File: src/rtl/pkt_defs_pkg.sv
// -----------------------------------------------------------------------------
// pkt_defs_pkg
// Definitions shared by the transmit serializer and the node-info receive path:
// stream/field widths, packet type codes, per-type word counts, the field
// selector used to pick latched node state, and the serializer FSM states.
// -----------------------------------------------------------------------------
package pkt_defs_pkg;

  localparam int MEM_WIDTH  = 8;   // byte width of the packet stream
  localparam int WORD_WIDTH = 16;  // width of every packet field

  // Word count fits in 3 bits (largest packet carries 4 words).
  localparam int WCNT_W = 3;

  typedef enum logic [2:0] {
    PKT_HB   = 3'b000,
    PKT_CHE  = 3'b001,
    PKT_INV  = 3'b010,
    PKT_CHTS = 3'b100,
    PKT_DATA = 3'b101
  } pkt_type_e;

  localparam logic [WCNT_W-1:0] N_HB   = 3'd4;
  localparam logic [WCNT_W-1:0] N_CHE  = 3'd2;
  localparam logic [WCNT_W-1:0] N_INV  = 3'd3;
  localparam logic [WCNT_W-1:0] N_CHTS = 3'd4;
  localparam logic [WCNT_W-1:0] N_DATA = 3'd4;

  // Index into the latched field bank; order matches the bank packing.
  typedef enum logic [2:0] {
    FLD_NODE_ID  = 3'd0,
    FLD_HOPS     = 3'd1,
    FLD_ENERGY   = 3'd2,
    FLD_THRESH   = 3'd3,
    FLD_QVALUE   = 3'd4,
    FLD_DEST     = 3'd5,
    FLD_TIMESLOT = 3'd6,
    FLD_DATA     = 3'd7
  } field_sel_e;

  localparam int NUM_FIELDS = 8;

  typedef enum logic [2:0] {
    ST_IDLE = 3'd0,
    ST_HDR0 = 3'd1,
    ST_HDR1 = 3'd2,
    ST_BODY = 3'd3,
    ST_CSUM = 3'd4,
    ST_DONE = 3'd5
  } tx_state_e;

endpackage

File: src/rtl/pkt_layout.sv
// -----------------------------------------------------------------------------
// pkt_layout
// Combinational packet layout table. For a packet type and body word index it
// returns which node field occupies that word, the packet's word count, and
// whether the type code is one the node can transmit.
//
// Ports:
//   pkt_type  in   3-bit type code (may be an unsupported code)
//   word_idx  in   body word index, 0..N-1
//   word_cnt  out  number of body words N (0 for unsupported codes)
//   field_sel out  field carried by body word word_idx
//   type_ok   out  type code is HB, CHE, INV, CHTimeslot or Data
// -----------------------------------------------------------------------------
module pkt_layout
  import pkt_defs_pkg::*;
(
  input  logic [2:0]        pkt_type,
  input  logic [1:0]        word_idx,
  output logic [WCNT_W-1:0] word_cnt,
  output field_sel_e        field_sel,
  output logic              type_ok
);

  // NOTE: every output gets a default before the case so no path leaves a
  // value unassigned; otherwise synthesis infers latches.
  always_comb begin
    word_cnt  = '0;
    field_sel = FLD_NODE_ID;
    type_ok   = 1'b0;
    case (pkt_type)
      PKT_HB: begin
        type_ok  = 1'b1;
        word_cnt = N_HB;
        case (word_idx)
          2'd0:    field_sel = FLD_NODE_ID;
          2'd1:    field_sel = FLD_HOPS;
          2'd2:    field_sel = FLD_ENERGY;
          default: field_sel = FLD_THRESH;
        endcase
      end
      PKT_CHE: begin
        type_ok  = 1'b1;
        word_cnt = N_CHE;
        field_sel = (word_idx == 2'd0) ? FLD_NODE_ID : FLD_DEST;
      end
      PKT_INV: begin
        type_ok  = 1'b1;
        word_cnt = N_INV;
        case (word_idx)
          2'd0:    field_sel = FLD_NODE_ID;
          2'd1:    field_sel = FLD_HOPS;
          default: field_sel = FLD_QVALUE;
        endcase
      end
      PKT_CHTS: begin
        type_ok  = 1'b1;
        word_cnt = N_CHTS;
        case (word_idx)
          2'd0:    field_sel = FLD_NODE_ID;
          2'd1:    field_sel = FLD_DEST;
          2'd2:    field_sel = FLD_HOPS;
          default: field_sel = FLD_TIMESLOT;
        endcase
      end
      PKT_DATA: begin
        type_ok  = 1'b1;
        word_cnt = N_DATA;
        case (word_idx)
          2'd0:    field_sel = FLD_NODE_ID;
          2'd1:    field_sel = FLD_DEST;
          2'd2:    field_sel = FLD_HOPS;
          default: field_sel = FLD_DATA;
        endcase
      end
      default: ;  // unsupported codes keep the defaults (type_ok = 0)
    endcase
  end

endmodule

File: src/rtl/pkt_transmitter.sv
// -----------------------------------------------------------------------------
// pkt_transmitter
// Transmit-side packet serializer. A start strobe in IDLE latches the packet
// type and all node fields, then the packet is streamed one byte per accepted
// handshake:  {0,type}, N, N words MSB-first, XOR checksum of prior bytes.
//
// Ports:
//   clk, nrst            clock (rising edge), asynchronous active-low reset
//   en_PT, fPktType      start strobe and packet type (sampled in IDLE only)
//   myNodeID .. dataWord node field sources, latched at start
//   tx_data, tx_valid    byte stream toward the radio/TX buffer
//   tx_ready             downstream accepts when tx_valid && tx_ready
//   busy                 packet in flight (HDR0 through CSUM)
//   done                 one-cycle pulse after the checksum byte is accepted
//   err                  one-cycle pulse after a start with an invalid type
//
// The hi/lo byte split assumes WORD_WIDTH == 2 * MEM_WIDTH.
// -----------------------------------------------------------------------------
module pkt_transmitter #(
  parameter int MEM_WIDTH  = pkt_defs_pkg::MEM_WIDTH,
  parameter int WORD_WIDTH = pkt_defs_pkg::WORD_WIDTH
) (
  input  logic                  clk,
  input  logic                  nrst,
  input  logic                  en_PT,
  input  logic [2:0]            fPktType,
  input  logic [WORD_WIDTH-1:0] myNodeID,
  input  logic [WORD_WIDTH-1:0] hops,
  input  logic [WORD_WIDTH-1:0] energy,
  input  logic [WORD_WIDTH-1:0] e_threshold,
  input  logic [WORD_WIDTH-1:0] myQValue,
  input  logic [WORD_WIDTH-1:0] destinationID,
  input  logic [WORD_WIDTH-1:0] timeslot,
  input  logic [WORD_WIDTH-1:0] dataWord,
  output logic [MEM_WIDTH-1:0]  tx_data,
  output logic                  tx_valid,
  input  logic                  tx_ready,
  output logic                  busy,
  output logic                  done,
  output logic                  err
);

  import pkt_defs_pkg::*;

  tx_state_e state_q, state_d;

  logic [2:0]                            type_q;
  logic [NUM_FIELDS-1:0][WORD_WIDTH-1:0] fields_q, fields_d;
  logic [1:0]                            word_idx_q;
  logic                                  byte_lo_q;
  logic [MEM_WIDTH-1:0]                  csum_q;
  logic                                  err_q;

  logic                  start, start_bad, handshake;
  logic [2:0]            layout_type;
  logic [WCNT_W-1:0]     word_cnt;
  field_sel_e            field_sel;
  logic                  type_ok;
  logic [WORD_WIDTH-1:0] cur_word;
  logic                  last_word;

  // Field bank packed in field_sel_e order.
  always_comb begin
    fields_d               = '0;
    fields_d[FLD_NODE_ID]  = myNodeID;
    fields_d[FLD_HOPS]     = hops;
    fields_d[FLD_ENERGY]   = energy;
    fields_d[FLD_THRESH]   = e_threshold;
    fields_d[FLD_QVALUE]   = myQValue;
    fields_d[FLD_DEST]     = destinationID;
    fields_d[FLD_TIMESLOT] = timeslot;
    fields_d[FLD_DATA]     = dataWord;
  end

  // In IDLE the layout table validates the live type code; once a packet is
  // in flight it describes the latched type.
  assign layout_type = (state_q == ST_IDLE) ? fPktType : type_q;

  pkt_layout u_layout (
    .pkt_type  (layout_type),
    .word_idx  (word_idx_q),
    .word_cnt  (word_cnt),
    .field_sel (field_sel),
    .type_ok   (type_ok)
  );

  assign cur_word  = fields_q[field_sel];
  assign last_word = ({1'b0, word_idx_q} == (word_cnt - WCNT_W'(1)));
  assign handshake = tx_valid && tx_ready;

  // Next state and outputs. Outputs decode from the registered state so they
  // hold steady through a stall and fall to zero as soon as reset asserts.
  always_comb begin
    state_d   = state_q;
    tx_valid  = 1'b0;
    tx_data   = '0;
    busy      = 1'b0;
    done      = 1'b0;
    start     = 1'b0;
    start_bad = 1'b0;
    case (state_q)
      ST_IDLE: begin
        if (en_PT) begin
          if (type_ok) begin
            start   = 1'b1;
            state_d = ST_HDR0;
          end else begin
            start_bad = 1'b1;
          end
        end
      end
      ST_HDR0: begin
        tx_valid = 1'b1;
        busy     = 1'b1;
        tx_data  = MEM_WIDTH'(type_q);
        if (handshake) state_d = ST_HDR1;
      end
      ST_HDR1: begin
        tx_valid = 1'b1;
        busy     = 1'b1;
        tx_data  = MEM_WIDTH'(word_cnt);
        if (handshake) state_d = ST_BODY;
      end
      ST_BODY: begin
        tx_valid = 1'b1;
        busy     = 1'b1;
        tx_data  = byte_lo_q ? cur_word[MEM_WIDTH-1:0]
                             : cur_word[WORD_WIDTH-1 -: MEM_WIDTH];
        if (handshake && byte_lo_q && last_word) state_d = ST_CSUM;
      end
      ST_CSUM: begin
        tx_valid = 1'b1;
        busy     = 1'b1;
        tx_data  = csum_q;
        if (handshake) state_d = ST_DONE;
      end
      ST_DONE: begin
        done    = 1'b1;
        state_d = ST_IDLE;
      end
      default: state_d = ST_IDLE;
    endcase
  end

  // NOTE: sequential state uses non-blocking assignments so every register
  // samples the pre-edge values regardless of statement order.
  always_ff @(posedge clk or negedge nrst) begin
    if (!nrst) state_q <= ST_IDLE;
    else       state_q <= state_d;
  end

  // NOTE: the latched field bank is reset along with the control state; it is
  // small flop storage, not a RAM, so the reset costs nothing meaningful and
  // keeps every visible value defined after an abort.
  always_ff @(posedge clk or negedge nrst) begin
    if (!nrst) begin
      type_q     <= '0;
      fields_q   <= '0;
      word_idx_q <= '0;
      byte_lo_q  <= 1'b0;
      csum_q     <= '0;
    end else if (start) begin
      type_q     <= fPktType;
      fields_q   <= fields_d;
      word_idx_q <= '0;
      byte_lo_q  <= 1'b0;
      csum_q     <= '0;
    end else if (handshake) begin
      // The checksum byte itself is not folded into the running XOR.
      if (state_q != ST_CSUM) csum_q <= csum_q ^ tx_data;
      if (state_q == ST_BODY) begin
        byte_lo_q <= ~byte_lo_q;
        if (byte_lo_q) word_idx_q <= word_idx_q + 2'd1;
      end
    end
  end

  always_ff @(posedge clk or negedge nrst) begin
    if (!nrst) err_q <= 1'b0;
    else       err_q <= start_bad;
  end

  assign err = err_q;

endmodule

File: config.mk
export PLATFORM = sky130hd
export DESIGN_NAME = pkt_transmitter
export DESIGN_NICKNAME = d
export VERILOG_FILES = /design/src/rtl/pkt_defs_pkg.sv /design/src/rtl/pkt_layout.sv /design/src/rtl/pkt_transmitter.sv
export SDC_FILE = /design/constraint.sdc
export NUM_CORES = 1
export LEC_CHECK = 0
export CORE_MARGIN = 2
export CORE_UTILIZATION = 47
export CTS_CLUSTER_DIAMETER = 120
export DETAILED_ROUTE_END_ITERATION = 8
export PLACE_DENSITY = 0.79
export SYNTH_ARGS = -nofsm -noshare
export SYNTH_HDL_FRONTEND = slang
export SYNTH_SLANG_ARGS = --single-unit
File: constraint.sdc
create_clock -name clk -period 2.95 [get_ports clk]
set_input_delay 0.4425 -clock clk [delete_from_list [all_inputs] [get_ports clk]]
set_output_delay 0.4425 -clock clk [all_outputs]
set_load 0.005 [all_outputs]
==> impl_summary.txt, run 1 <==
----------------------------------------------------
[Critical path]
  Startpoint class of the critical path ... flop
  Data required time of the worst path ... about 2500 ps
  CP endpoint kind ... output pin
  Signal arrival time at the worst endpoint ... 3460 ps
  Worst setup path class ... flop to output pin
  Peak fanout along the critical path ... 6

[Synth]
  Post-synth net total ... 982
  Flip-flop cell with the highest count after synthesis ... dfrtp_1
  Mean Syn Cell Area ... between 8 and 9 µm²
  Gate count after technology mapping ... approximately 840
  Synthesis warning total ... 0
  Synthesis-stage register bit count ... around 150
  Post-synth EDFFs ... 0
  Fraction of synthesis flops using an asynchronous set or reset pin ... 100.0%
  Sequential share of the synthesized area ... 49.19%
  Netlist Area Pre-Place ... approximately 0.0074 mm²
  Yosys cell types ... 52

[Run status]
  Result of the run ... finished, violations left
  Violated checks ... negative setup slack

[Detailed routing]
  Via density per instance ... roughly 5.2
  Wire length per cell after detailed routing ... roughly 17 µm
  DRC violations left ... 0
  Via Count ... 6581
  Count of antenna-violating nets left after detailed routing ... 0
  Wire length after detailed routing ... 21040 µm
  Initial DRC count ... ~530
  Detailed-routing iteration count for the pre-antenna-repair pass ... 5

[Timing]
  Rel. slew slack ... between 50% and 60%
  Actual slew at the worst max-slew pin ... 639.6 ps
  Clock period minus worst slack ... around 3900 ps
  Worst-case clock skew ... between 7 and 8 ps
  Maximum clock frequency ... about 260 MHz
  Crit share post-route ... 132.2%
  RSZ-0062 raised after global routing ... true
  Setup slack of the critical path after layout ... -949.6 ps
  Final number of max-transition violations ... 0
  Hold violation count in the final report ... 0
  Final number of setup-violating endpoints ... 16

[Global routing]
  Vias in the first global route ... 6794
  Global-route congestion overflow total ... 0
  Pin count of the biggest net entering global routing ... 74
  Overall track demand over capacity in global routing ... between 20% and 30%
  Global-route wire length before repair ... 33280 µm
  Initial antenna violation count ... 0

[Floorplan]
  Core Box Area ... 0.01531 mm²
  Initial Utilization ... a little under 50%
  Number of standard-cell rows in the floorplan ... 45
  Die Area ... 0.01682 mm²
  Die Y-Extent ... around 130 µm
  Width of the die ... approximately 130 µm
  Total I/O pin count ... 147

[Cells and area]
  Nets ... about 1200
  Most common cell after layout, fill and taps aside ... nand2_1
  Share of post-route cells with drive strength above 1 ... 18.60%
  Design area ... around 0.011 mm²
  Total inserted antenna cells ... 0
  Area added between synthesis and finish ... 44.74%
  Layout filler cell count ... roughly 1200
  Leading cell types in the layout, fill and taps excluded ... nand2_1, dfrtp_1, clkdlybuf4s50_1

[Place]
  Post-detailed-placement cell area ... approximately 0.0095 mm²
  Port Buffer Count ... 146
  Weighted congestion reported at the end of routability-driven placement ... between 0.9 and 1
  HPWL Detailed ... roughly 14000 µm
  Post-placement setup slack ... -1091 ps

[Clock tree]
  Clock transition at the registers of the reported paths ... approximately 60 ps
  Root buf cell ... clkbuf_16
  H-tree lvl count ... 4
  Cts bufs inserted ... 17
  TritonCTS clock tree ... done
  Count of clock tree sinks ... 146
  Clock tree buffer depth ... 2
  Clock latency of the later-clocked register in the worst-skew pair ... approximately 420 ps

[Job]
  Maximum Capacitance Violations ... 0

[Pwr]
  LEAKAGE ... ~5 nW
  Worst IR Drop VDD ... roughly 0.65 mV
  Total power divided by cell area ... about 1000 mW/mm²
  Post-layout total power ... about 11 mW

[Worst hold path]
  Min-delay worst type ... flop to flop

----------------------------------------------------
## flip-flops by register name, summed over array words and instances, names as in the netlist
register / cells
fields_q: 128
csum_q: 8
state_q: 3
type_q: 3
word_idx_q: 2
byte_lo_q: 1
err: 1
## cell usage after synthesis, types with 3 or more instances
| library cell | number | area (µm²) |
|---|---|---|
| dfrtp_1 | 146 | 3654 |
| nor2_1 | 16 | 60.06 |
| nand2_1 | 422 | 1584 |
| mux2i_1 | 89 | 890.9 |
| clkbuf_1 | 36 | 135.1 |
| mux2_2 | 3 | 33.78 |
| o211ai_1 | 7 | 52.55 |
| buf_2 | 8 | 40.04 |
| nand3_1 | 9 | 45.04 |
| o21ai_0 | 6 | 30.03 |
| and2_1 | 5 | 31.28 |
| inv_1 | 5 | 18.77 |
| and3_1 | 3 | 18.77 |
| nor2b_1 | 4 | 25.02 |
| nor3_1 | 5 | 25.02 |
| mux4_2 | 9 | 202.7 |
| a31oi_1 | 3 | 18.77 |
| a21oi_1 | 7 | 35.03 |
| ha_1 | 4 | 50.05 |
| buf_6 | 4 | 45.04 |
| o31ai_1 | 4 | 30.03 |
| xnor2_1 | 5 | 43.79 |
| nor3b_1 | 3 | 22.52 |
| a22o_1 | 5 | 43.79 |
## area by class of cell
type,count,area [µm²],share of cell area [%]
clock buffer,21,460.4,4.283
multi-input combinational,640,3928,36.53
clock inverter,11,127.6,1.187
tap,211,264.0,2.456
timing repair buffer,235,2295,21.35
sequential,146,3654,33.99
inverter,6,22.52,0.2095
## report_power, final
| group | total, mW | internal (mW) | switching (mW) |
|---|---|---|---|
| clock network | 2.14 | 1.29 | 0.849 |
| logic | 5.45 | 2.86 | 2.59 |
| registers | 3.59 | 2.90 | 0.696 |
## cells by family (layout without fill, tap and decap cells)
family | count (synthesis) | count (layout) | synth area share [%]
AND/OR/NAND/NOR | 475 | 475 | 25.34
flip-flops | 146 | 146 | 49.19
adder cells (fa/ha/maj) | 4 | 4 | 0.6739
XOR/XNOR | 5 | 5 | 0.5896
multiplexers | 101 | 101 | 15.18
buffers and inverters | 57 | 273 | 3.521
AO/OA/AOI/OAI | 55 | 55 | 5.509
## metal layers
| metal | routed length, µm | global-route usage [%] | up-vias |
|---|---|---|---|
| met5 | 0 | 0 | - |
| met4 | 909 | 13.60 | 0 |
| met3 | 783 | 5.617 | 60 |
| met2 | 10820 | 45.03 | 178 |
| met1 | 8520 | 30.47 | 3177 |
| li1 | - | - | 3166 |
## worst max-delay path, cell delays in order (launching register included)
cell and delay, ps:
dfrtp_1 430, buf_6 140, or4b_4 560, a31o_4 260
o21a_4 160, buf_6 160, buf_6 150, mux2i_2 230
mux2i_1 90, mux4_2 470, a22o_1 230, buf_2 140
## metrics by stage
stage	setup TNS, ps	hold slack (ps)	cells	util (%)
CTS	-7366	476.2	1272	69.87
floorplan	-1491	146.9	843	-
finish	-7945	472.7	1270	70.20
detailed placement	-11340	419.1	1210	61.97
global placement	-11320	420.3	1210	61.97
global route	-9274	501.3	1270	70.20
## what timing repair did
item	CTS	global route
hold buffers	1	0
cloned	3	0
endpoints found under the setup margin	14	16
gates resized for setup	102	32
endpoints found under the hold margin	51	0
setup buffers	27	3
pin swaps	14	13
## worst paths after layout
path	to	cells past startpoint	from	slack, ps
worst max-delay path	tx_data[6]	11	state_q[0]	-950
worst min-delay path	fields_q[10]	2	fields_q[10]	470
worst max register to register	csum_q[2]	15	state_q[0]	-370
worst min register to register	fields_q[10]	2	fields_q[10]	470
max in group asynchronous	fields_q[120]	3	nrst	1610
min in group asynchronous	fields_q[42]	2	nrst	540
Power figures use the tool's default switching activity.
==> run 2: changes to the inputs <==
--- a/config.mk
+++ b/config.mk
@@ -9,6 +9,7 @@
 export CORE_UTILIZATION = 47
 export CTS_CLUSTER_DIAMETER = 120
 export DETAILED_ROUTE_END_ITERATION = 8
+export GPL_TIMING_DRIVEN = 1
 export PLACE_DENSITY = 0.79
 export SYNTH_ARGS = -nofsm -noshare
 export SYNTH_HDL_FRONTEND = slang
==> results of run 2 <==
Final layout, timing and power as in run 1 (identical DEF).
